===== src/rtl/operand_stack_if.sv =====
// Operand stack command/status bundle: the controller drives op/din/clr_err, the stack
// returns its top two entries and occupancy/error status.
interface operand_stack_if #(
   parameter int unsigned WIDTH = 8,
   parameter int unsigned AW    = 4
) ();
   logic [2:0]       op;
   logic [WIDTH-1:0] din;
   logic             clr_err;
   logic [WIDTH-1:0] tos;
   logic [WIDTH-1:0] nos;
   logic [AW-1:0]    index;
   logic [AW:0]      count;
   logic             empty;
   logic             full;
   logic             overflow;
   logic             underflow;

   modport master (
      output op, din, clr_err,
      input  tos, nos, index, count, empty, full, overflow, underflow
   );

   modport slave (
      input  op, din, clr_err,
      output tos, nos, index, count, empty, full, overflow, underflow
   );
endinterface


===== src/rtl/operand_stack.sv =====
// LIFO operand stack feeding the ALU (tos/nos) with single-cycle pop-two/push-one writeback.
// Define OPERAND_STACK_DUP_SWAP_EN to enable DUP (100) and SWAP (101); otherwise they are NOPs.
module operand_stack #(
   parameter int unsigned WIDTH = 8,
   parameter int unsigned DEPTH = 16,
   parameter int unsigned AW    = 4
) (
   input logic            clk,
   input logic            reset,
   operand_stack_if.slave stk
);

   localparam logic [2:0] OpPush  = 3'b001;
   localparam logic [2:0] OpPop   = 3'b010;
   localparam logic [2:0] OpBinop = 3'b011;
`ifdef OPERAND_STACK_DUP_SWAP_EN
   localparam logic [2:0] OpDup   = 3'b100;
   localparam logic [2:0] OpSwap  = 3'b101;
`endif

   localparam logic [AW:0] CntOne  = (AW+1)'(1);
   localparam logic [AW:0] CntTwo  = (AW+1)'(2);
   localparam logic [AW:0] CntFull = (AW+1)'(DEPTH);

   logic [WIDTH-1:0] mem_q [DEPTH];
   logic [AW:0]      count_q, count_d;
   logic             overflow_q, overflow_d;
   logic             underflow_q, underflow_d;

   logic             is_empty, is_full, has_two;
   logic [AW-1:0]    free_idx, top_idx, nos_idx;

   logic             wr_a_en;
   logic [AW-1:0]    wr_a_addr;
   logic [WIDTH-1:0] wr_a_data;
`ifdef OPERAND_STACK_DUP_SWAP_EN
   logic             wr_b_en;
   logic [AW-1:0]    wr_b_addr;
   logic [WIDTH-1:0] wr_b_data;
`endif

   assign is_empty = (count_q == '0);
   assign is_full  = (count_q == CntFull);
   assign has_two  = (count_q >= CntTwo);

   // At count==DEPTH the low bits wrap to 0, so top_idx correctly lands on DEPTH-1.
   assign free_idx = count_q[AW-1:0];
   assign top_idx  = is_empty ? '0 : (free_idx - AW'(1));
   assign nos_idx  = top_idx - AW'(1);

   always_comb begin
      count_d     = count_q;
      overflow_d  = overflow_q  & ~stk.clr_err;
      underflow_d = underflow_q & ~stk.clr_err;
      wr_a_en     = 1'b0;
      wr_a_addr   = free_idx;
      wr_a_data   = stk.din;
`ifdef OPERAND_STACK_DUP_SWAP_EN
      wr_b_en     = 1'b0;
      wr_b_addr   = nos_idx;
      wr_b_data   = mem_q[top_idx];
`endif

      case (stk.op)
         OpPush: begin
            if (is_full) begin
               overflow_d = 1'b1;
            end else begin
               wr_a_en = 1'b1;
               count_d = count_q + CntOne;
            end
         end
         OpPop: begin
            if (is_empty) begin
               underflow_d = 1'b1;
            end else begin
               count_d = count_q - CntOne;
            end
         end
         OpBinop: begin
            // ALU result overwrites nos; the old tos slot simply falls off the top.
            if (!has_two) begin
               underflow_d = 1'b1;
            end else begin
               wr_a_en   = 1'b1;
               wr_a_addr = nos_idx;
               count_d   = count_q - CntOne;
            end
         end
`ifdef OPERAND_STACK_DUP_SWAP_EN
         OpDup: begin
            if (is_empty) begin
               underflow_d = 1'b1;
            end else if (is_full) begin
               overflow_d = 1'b1;
            end else begin
               wr_a_en   = 1'b1;
               wr_a_data = mem_q[top_idx];
               count_d   = count_q + CntOne;
            end
         end
         OpSwap: begin
            if (!has_two) begin
               underflow_d = 1'b1;
            end else begin
               wr_a_en   = 1'b1;
               wr_a_addr = top_idx;
               wr_a_data = mem_q[nos_idx];
               wr_b_en   = 1'b1;
            end
         end
`endif
         default: ;
      endcase
   end

   always_ff @(posedge clk or negedge reset) begin
      if (!reset) begin
         count_q     <= '0;
         overflow_q  <= 1'b0;
         underflow_q <= 1'b0;
      end else begin
         count_q     <= count_d;
         overflow_q  <= overflow_d;
         underflow_q <= underflow_d;
      end
   end

   // Storage is not reset: a write landing while reset is held is invisible because
   // count is pinned at 0 and every read is gated by occupancy.
   always_ff @(posedge clk) begin
      if (wr_a_en) begin
         mem_q[wr_a_addr] <= wr_a_data;
      end
`ifdef OPERAND_STACK_DUP_SWAP_EN
      if (wr_b_en) begin
         mem_q[wr_b_addr] <= wr_b_data;
      end
`endif
   end

   assign stk.tos       = is_empty ? '0 : mem_q[top_idx];
   assign stk.nos       = has_two ? mem_q[nos_idx] : '0;
   assign stk.index     = top_idx;
   assign stk.count     = count_q;
   assign stk.empty     = is_empty;
   assign stk.full      = is_full;
   assign stk.overflow  = overflow_q;
   assign stk.underflow = underflow_q;

endmodule


===== src/flat_wrapper.sv =====
// flat-port wrapper written by rule: the top's interface ports become plain ports
module operand_stack_flat 
#(
   parameter int unsigned WIDTH = 8,
   parameter int unsigned DEPTH = 16,
   parameter int unsigned AW    = 4
)
  (clk, reset, stk_op, stk_din, stk_clr_err, stk_tos, stk_nos, stk_index, stk_count, stk_empty, stk_full, stk_overflow, stk_underflow);
  operand_stack_if #(.WIDTH(WIDTH), .AW(AW)) stk_i ();
  input logic clk;
  input logic reset;
  input wire logic [$bits(stk_i.op)-1:0] stk_op;
  input wire logic [$bits(stk_i.din)-1:0] stk_din;
  input wire logic [$bits(stk_i.clr_err)-1:0] stk_clr_err;
  output wire logic [$bits(stk_i.tos)-1:0] stk_tos;
  output wire logic [$bits(stk_i.nos)-1:0] stk_nos;
  output wire logic [$bits(stk_i.index)-1:0] stk_index;
  output wire logic [$bits(stk_i.count)-1:0] stk_count;
  output wire logic [$bits(stk_i.empty)-1:0] stk_empty;
  output wire logic [$bits(stk_i.full)-1:0] stk_full;
  output wire logic [$bits(stk_i.overflow)-1:0] stk_overflow;
  output wire logic [$bits(stk_i.underflow)-1:0] stk_underflow;
  assign stk_i.op = stk_op;
  assign stk_i.din = stk_din;
  assign stk_i.clr_err = stk_clr_err;
  assign stk_tos = stk_i.tos;
  assign stk_nos = stk_i.nos;
  assign stk_index = stk_i.index;
  assign stk_count = stk_i.count;
  assign stk_empty = stk_i.empty;
  assign stk_full = stk_i.full;
  assign stk_overflow = stk_i.overflow;
  assign stk_underflow = stk_i.underflow;
  operand_stack #(.WIDTH(WIDTH), .DEPTH(DEPTH), .AW(AW)) u_core (.clk(clk), .reset(reset), .stk(stk_i));
endmodule

===== config.mk =====
export PLATFORM = sky130hd
export DESIGN_NAME = operand_stack_flat
export DESIGN_NICKNAME = d
export VERILOG_FILES = /design/src/rtl/operand_stack_if.sv /design/src/rtl/operand_stack.sv /design/src/flat_wrapper.sv
export SDC_FILE = /design/constraint.sdc
export NUM_CORES = 1
export LEC_CHECK = 0
export ABC_AREA = 1
export CORE_UTILIZATION = 57
export CTS_BUF_LIST = sky130_fd_sc_hd__clkbuf_4 sky130_fd_sc_hd__clkbuf_8 sky130_fd_sc_hd__clkbuf_16
export DETAILED_ROUTE_END_ITERATION = 10
export PLACE_DENSITY = 0.77
export RECOVER_POWER = 50
export SLEW_MARGIN = 5
export SYNTH_ARGS = -nofsm -noshare
export SYNTH_HDL_FRONTEND = slang
export SYNTH_SLANG_ARGS = --single-unit

===== constraint.sdc =====
create_clock -name clk -period 4 [get_ports clk]
set_input_delay 1.2 -clock clk [delete_from_list [all_inputs] [get_ports clk]]
set_output_delay 1.2 -clock clk [all_outputs]
set_load 0.005 [all_outputs]

**After elaboration in Yosys (flattened, before gate mapping)**

Memories as Yosys holds them, arrays and structs flattened.
Cells that the tools add are included.

- Add/sub/neg operators: 4
- Multiplexer cells: 19
- Reduce and logical (&&, ||, !) cells: 3
- Bitwise operators: 3
- Eq/ne operators: 7
- Magnitude comparators: 1

Operators by type and width:

| cell | count |
|---|---|
| $mux W8 | 2 |
| $mux W5 | 3 |
| $pmux W5 S3 | 1 |
| $mux W4 | 3 |
| $mux W1 | 8 |
| $sub A4 B1 Y4 const B | 2 |
| $eq A3 B2 Y1 const B | 2 |
| $add A5 B1 Y5 const B | 1 |
| $eq A5 B5 Y1 const B | 1 |
| $ge A5 B2 Y1 const B | 1 |
| $logic_not A5 Y1 | 1 |
| $sub A5 B1 Y5 const B | 1 |
| $ne A2 B2 Y1 const B | 2 |
| $pmux W1 S2 | 2 |
| $reduce_and A4 Y1 | 1 |
| $eq A3 B1 Y1 const B | 1 |
| $reduce_bool A3 Y1 | 1 |
| $and A1 B1 Y1 | 2 |
| $ne A2 B1 Y1 const B | 1 |
| $not A1 Y1 | 1 |

- Memory bits (writable): 128
- Input port bits: 14
- Memories: 1
- Output and inout bits: 29
- Logic and storage cells: 41
- Register bits after elaboration: 7

Memories:

| memory | words | bits a word | rd ports | clocked after Yosys merged registers in | wr ports | line | text |
|---|---|---|---|---|---|---|---|
| u_core.mem_q | 16 | 8 | 2 | 0 | 1 | operand_stack.sv:25 | `logic [WIDTH-1:0] mem_q [DEPTH];` |

**Longest topological paths before layout**

Gate-level depths: netlist of the first run.

- Depth after elaboration: 5
- Depth in mapped cells: 17
- Depth with buffers taken out: 14

**Least setup slack after synthesis of the first run**

No wires, ideal clock.

- Kind: register to output
- From: register u_core.count_q[0], in the netlist u_core.stk.count[0]
- To: output port stk_nos[3]
- Cell stages (with the launch flop): 16
- Path slack: 0.198 ns
- Arrival: 2.602 ns
- Path buffers: 5
- Required time: 2.800 ns
- Cells stage by stage: dfrtp_1 -> buf_2 -> inv_4 -> buf_1 -> ha_1 -> buf_2 -> inv_1 -> buf_4 -> nand3_2 -> nand2_1 -> inv_2 -> buf_6 -> o21a_1 -> nor2_1 -> nor2_1 -> nor2_1

- Word-level cells in the longest chain between the ends: 5

RTL lines:

| element | line | text |
|---|---|---|
| from (decl) | operand_stack.sv:26 | `logic [AW:0] count_q, count_d;` |
| from (signal assigned) | operand_stack.sv:123 | `count_q <= count_d;` |
| $sub A4 B1 Y4 or $logic_not A5 Y1 (tied branches) | operand_stack.sv:48, operand_stack.sv:42 |  |
| $mux W4 | operand_stack.sv:48 | `assign top_idx = is_empty ? '0 : (free_idx - AW'(1));` |
| $sub A4 B1 Y4 | operand_stack.sv:49 | `assign nos_idx = top_idx - AW'(1);` |
| $mem_v2 Z16 W8 | - |  |
| $mux W8 * | operand_stack.sv:143 | `assign stk.nos = has_two ? mem_q[nos_idx] : '0;` |
| to (decl) | flat_wrapper.sv:16 | `output wire logic [$bits(stk_i.nos)-1:0] stk_nos;` |

Mark *: on every way between the ends. The rest lies on a longest branch, timed or not.

**Worst setup path in the final report of the first run**

- From: register u_core.count_q[0], in the netlist u_core.stk.count[0]
- To: output port stk_nos[1]

Same word-level chain as after synthesis.

==> impl_metrics.toml, run 1 <==
[route]
drtAntennaViolNets = 0
vias = 6885
first_iter_violations = 777
routed_wirelength_mm = 22.98
firstDrtPassIters = 5
via_per_inst = 5.865
wire_per_inst_um = 19.57
drc = 0

[yosys]
syn-num-nets = 918
ys_ff_latch = 135
syn_area_mm2 = 0.007584
yosys.area.top_type = "edfxtp_1"
yosysWarnings = 0
synth_area_leaders = "edfxtp_1 51%, nand2_1 12%, nor2_1 5.9%"
synthDistinctLibCells = 38
synth.avg_cell_area_um2 = 8.454
synth_ff_type = "edfxtp_1"
synthCells = 897
synth_edf_count = 128
netlist.area_leader.share = 0.5068
ys_seq_area_frac = 0.5299
synthArstFlopShare = 0.05185

[final_layout]
area.sequential_mm2 = 0.004020
fin_area_mm2 = 0.009404
layout_commonest_cell = "nand2_1"
layout_common_cells = "250 x nand2_1, 128 x edfxtp_1, 112 x nor2_1"
layout-drive-gt1-share = 0.1637
n_fill_cell = 911
area_delta_synth_final_pct = 24.01
stdcell_count = 1174
fin_nets = 1010
diodes = 0
multi_input_area_mm2 = 0.003025

[place]
io_buffers = 42
placed_cell_area_mm2 = 0.008391
dp_hpwl_mm = 14.78
place_inst = 1116
gp_congestion = 0.9377

[cts]
htreeDepth = 4
clock_sinks = 135
clockBufferDepth = 2
root_buffer = "clkbuf_16"
cts_tree = "yes"
cts_made_buffers = 17
clkTransAtPathRegs_ns = 0.06
insertion_delay_ns = 0.43

[setup_path]
critPathKind = "flip-flop to primary output"
r2r_start = "u_core.stk.count[1]$_DFFE_PN0P_"
rrSetupSlack_ns = 1.31
rr_endpoint = "u_core.mem_q[3][1]$_DFFE_PP_"
r2r_cells = 11
path_max_fanout = 16
cp.required_ns = 2.80
cp.arrival_ns = 2.79
endpoint_kind = "primary output"
start_kind = "flip-flop"

[global_routing]
grtUsageTotal = 0.3382
grt_max_degree = 52
grt_pass1_wl_mm = 34.87
grt_pass1_vias = 6526
grt-ovfl-total = 0
antenna_found_initial = 0

[floorplan]
start_util = 0.5937
die_width_um = 117.3
coreArea_mm2 = 0.01277
die_area_mm2 = 0.01377
die_h_um = 117.3
fp-row-count = 41
io_pins = 43

[hold_path]
hold_class = "flip-flop to flip-flop"
min_to = "u_core.stk.underflow$_DFF_PN0_"
worstHoldPathCells = 2
hold_path.startpoint = "u_core.stk.underflow$_DFF_PN0_"

[sta]
timing.fmax_mhz = 250.5
finalCritPeriodShare = 0.9979
hold_ws_ns = 0.5275
finalCriticalPeriod_ns = 3.992
tightest_slew_ns = 0.8473
fin_skew_ns = 0.004706
rsz0062_at_grt = "true"
drv_slew = 0
setup_viol = 0
timing.slew.headroom = 0.4333
hold_viol_final = 0

[run_status]
run_status = "finished, final reports clean"

[run]
cap_viol_max_count = 0
cells by family after synthesis:
family | share of synthesized area
simple gates | 0.2740
buf+inv | 0.08249
flops | 0.5299
compound gates | 0.08942
xor+xnor | 0.01155
fa+ha+maj | 0.01254
routing by layer:
layer / part of all wire / vias up / GRT usage
met5: 0 / - / 0
met2: 0.46 / 496 / 0.5196
met4: 0.053 / 0 / 0.2224
met1: 0.37 / 3133 / 0.4360
li1: - / 3160 / -
met3: 0.11 / 96 / 0.06761
Yosys cell counts (3+ instances only):
cell type / number
o21a_1: 5
edfxtp_1: 128
or2_2: 9
inv_2: 4
nand2_1: 252
ha_1: 6
inv_1: 86
nor2_1: 120
dfrtp_1: 7
clkbuf_1: 7
clkinv_1: 3
buf_6: 4
o21ai_1: 17
buf_4: 9
buf_2: 22
nand3_2: 4
nand4_1: 34
a21oi_1: 38
o21ai_0: 57
o22ai_1: 3
nand2_2: 5
nand3_1: 51
xor2_1: 4
buf_1: 3
sequential cells by signal (all words and copies together) (netlist names):
register and count:
u_core.mem_q 128, u_core.stk.count 5, u_core.stk.overflow 1, u_core.stk.underflow 1
cell type report:
cell class,count,share of cell area
multi-input combinational,621,0.3217
tap,172,0.02288
clock buffer,17,0.04524
clock inverter,15,0.02129
inverter,94,0.04058
sequential,135,0.4275
timing repair buffer,120,0.1208
how the worst max path moves through the flow:
stage	startpoint	endpoint	slack, ns	cells past startpoint
2_1_floorplan	u_core.stk.count[0]$_DFFE_PN0P_	stk_nos[3]	0.20	15
3_3_place_gp	u_core.stk.count[0]$_DFFE_PN0P_	stk_nos[4]	0.12	16
3_5_place_dp	u_core.stk.count[0]$_DFFE_PN0P_	stk_nos[4]	0.13	16
4_1_cts	u_core.stk.count[0]$_DFFE_PN0P_	stk_nos[1]	-0.0005	14
5_1_grt	u_core.stk.count[0]$_DFFE_PN0P_	stk_tos[6]	-0.09	12
6_report	u_core.stk.count[0]$_DFFE_PN0P_	stk_nos[1]	0.008	13
worst max-delay path, cell delays in order (launching register included):
cell and delay (ns):
dfrtp_2 0.38, inv_4 0.06, ha_4 0.29, buf_12 0.16, nand3_2 0.16, nand2_2 0.16
inv_6 0.08, buf_12 0.16, nand2_1 0.08, nand3_1 0.07, nand2_1 0.07, nand3_1 0.07
nand2_1 0.10, clkdlybuf4s50_1 0.50
per-stage QoR:
stage                       util    TNS [ns]  worst slack, ns
after floorplan                -           0           0.1980
after global placement    0.6569           0           0.1237
after detailed placement  0.6569           0           0.1282
after CTS                 0.7237  -0.0008360       -0.0005012
after global routing      0.7362     -0.2195         -0.08714
final                     0.7362           0         0.008301
repair_timing:
action	in CTS	in global routing
endpoints found under the setup margin	16	9
hold buffers	0	0
cloned	1	2
pin swaps	10	6
hold endpoints to repair	0	0
buffers inserted	16	8
resized for setup	49	18
Power of run 1 is left out: the tool's default activity adds up to more than one toggle a clock period on the data nets, which glitch-free logic cannot reach.
==> run 2: changes to the inputs <==
--- a/config.mk
+++ b/config.mk
@@ -11,7 +11,6 @@
 export DETAILED_ROUTE_END_ITERATION = 10
 export PLACE_DENSITY = 0.77
 export RECOVER_POWER = 50
-export SLEW_MARGIN = 5
 export SYNTH_ARGS = -nofsm -noshare
 export SYNTH_HDL_FRONTEND = slang
 export SYNTH_SLANG_ARGS = --single-unit
==> results of run 2 <==
The final DEF is identical to that of run 1; final timing and power are the same.
Power of run 2 is left out for the same reason.
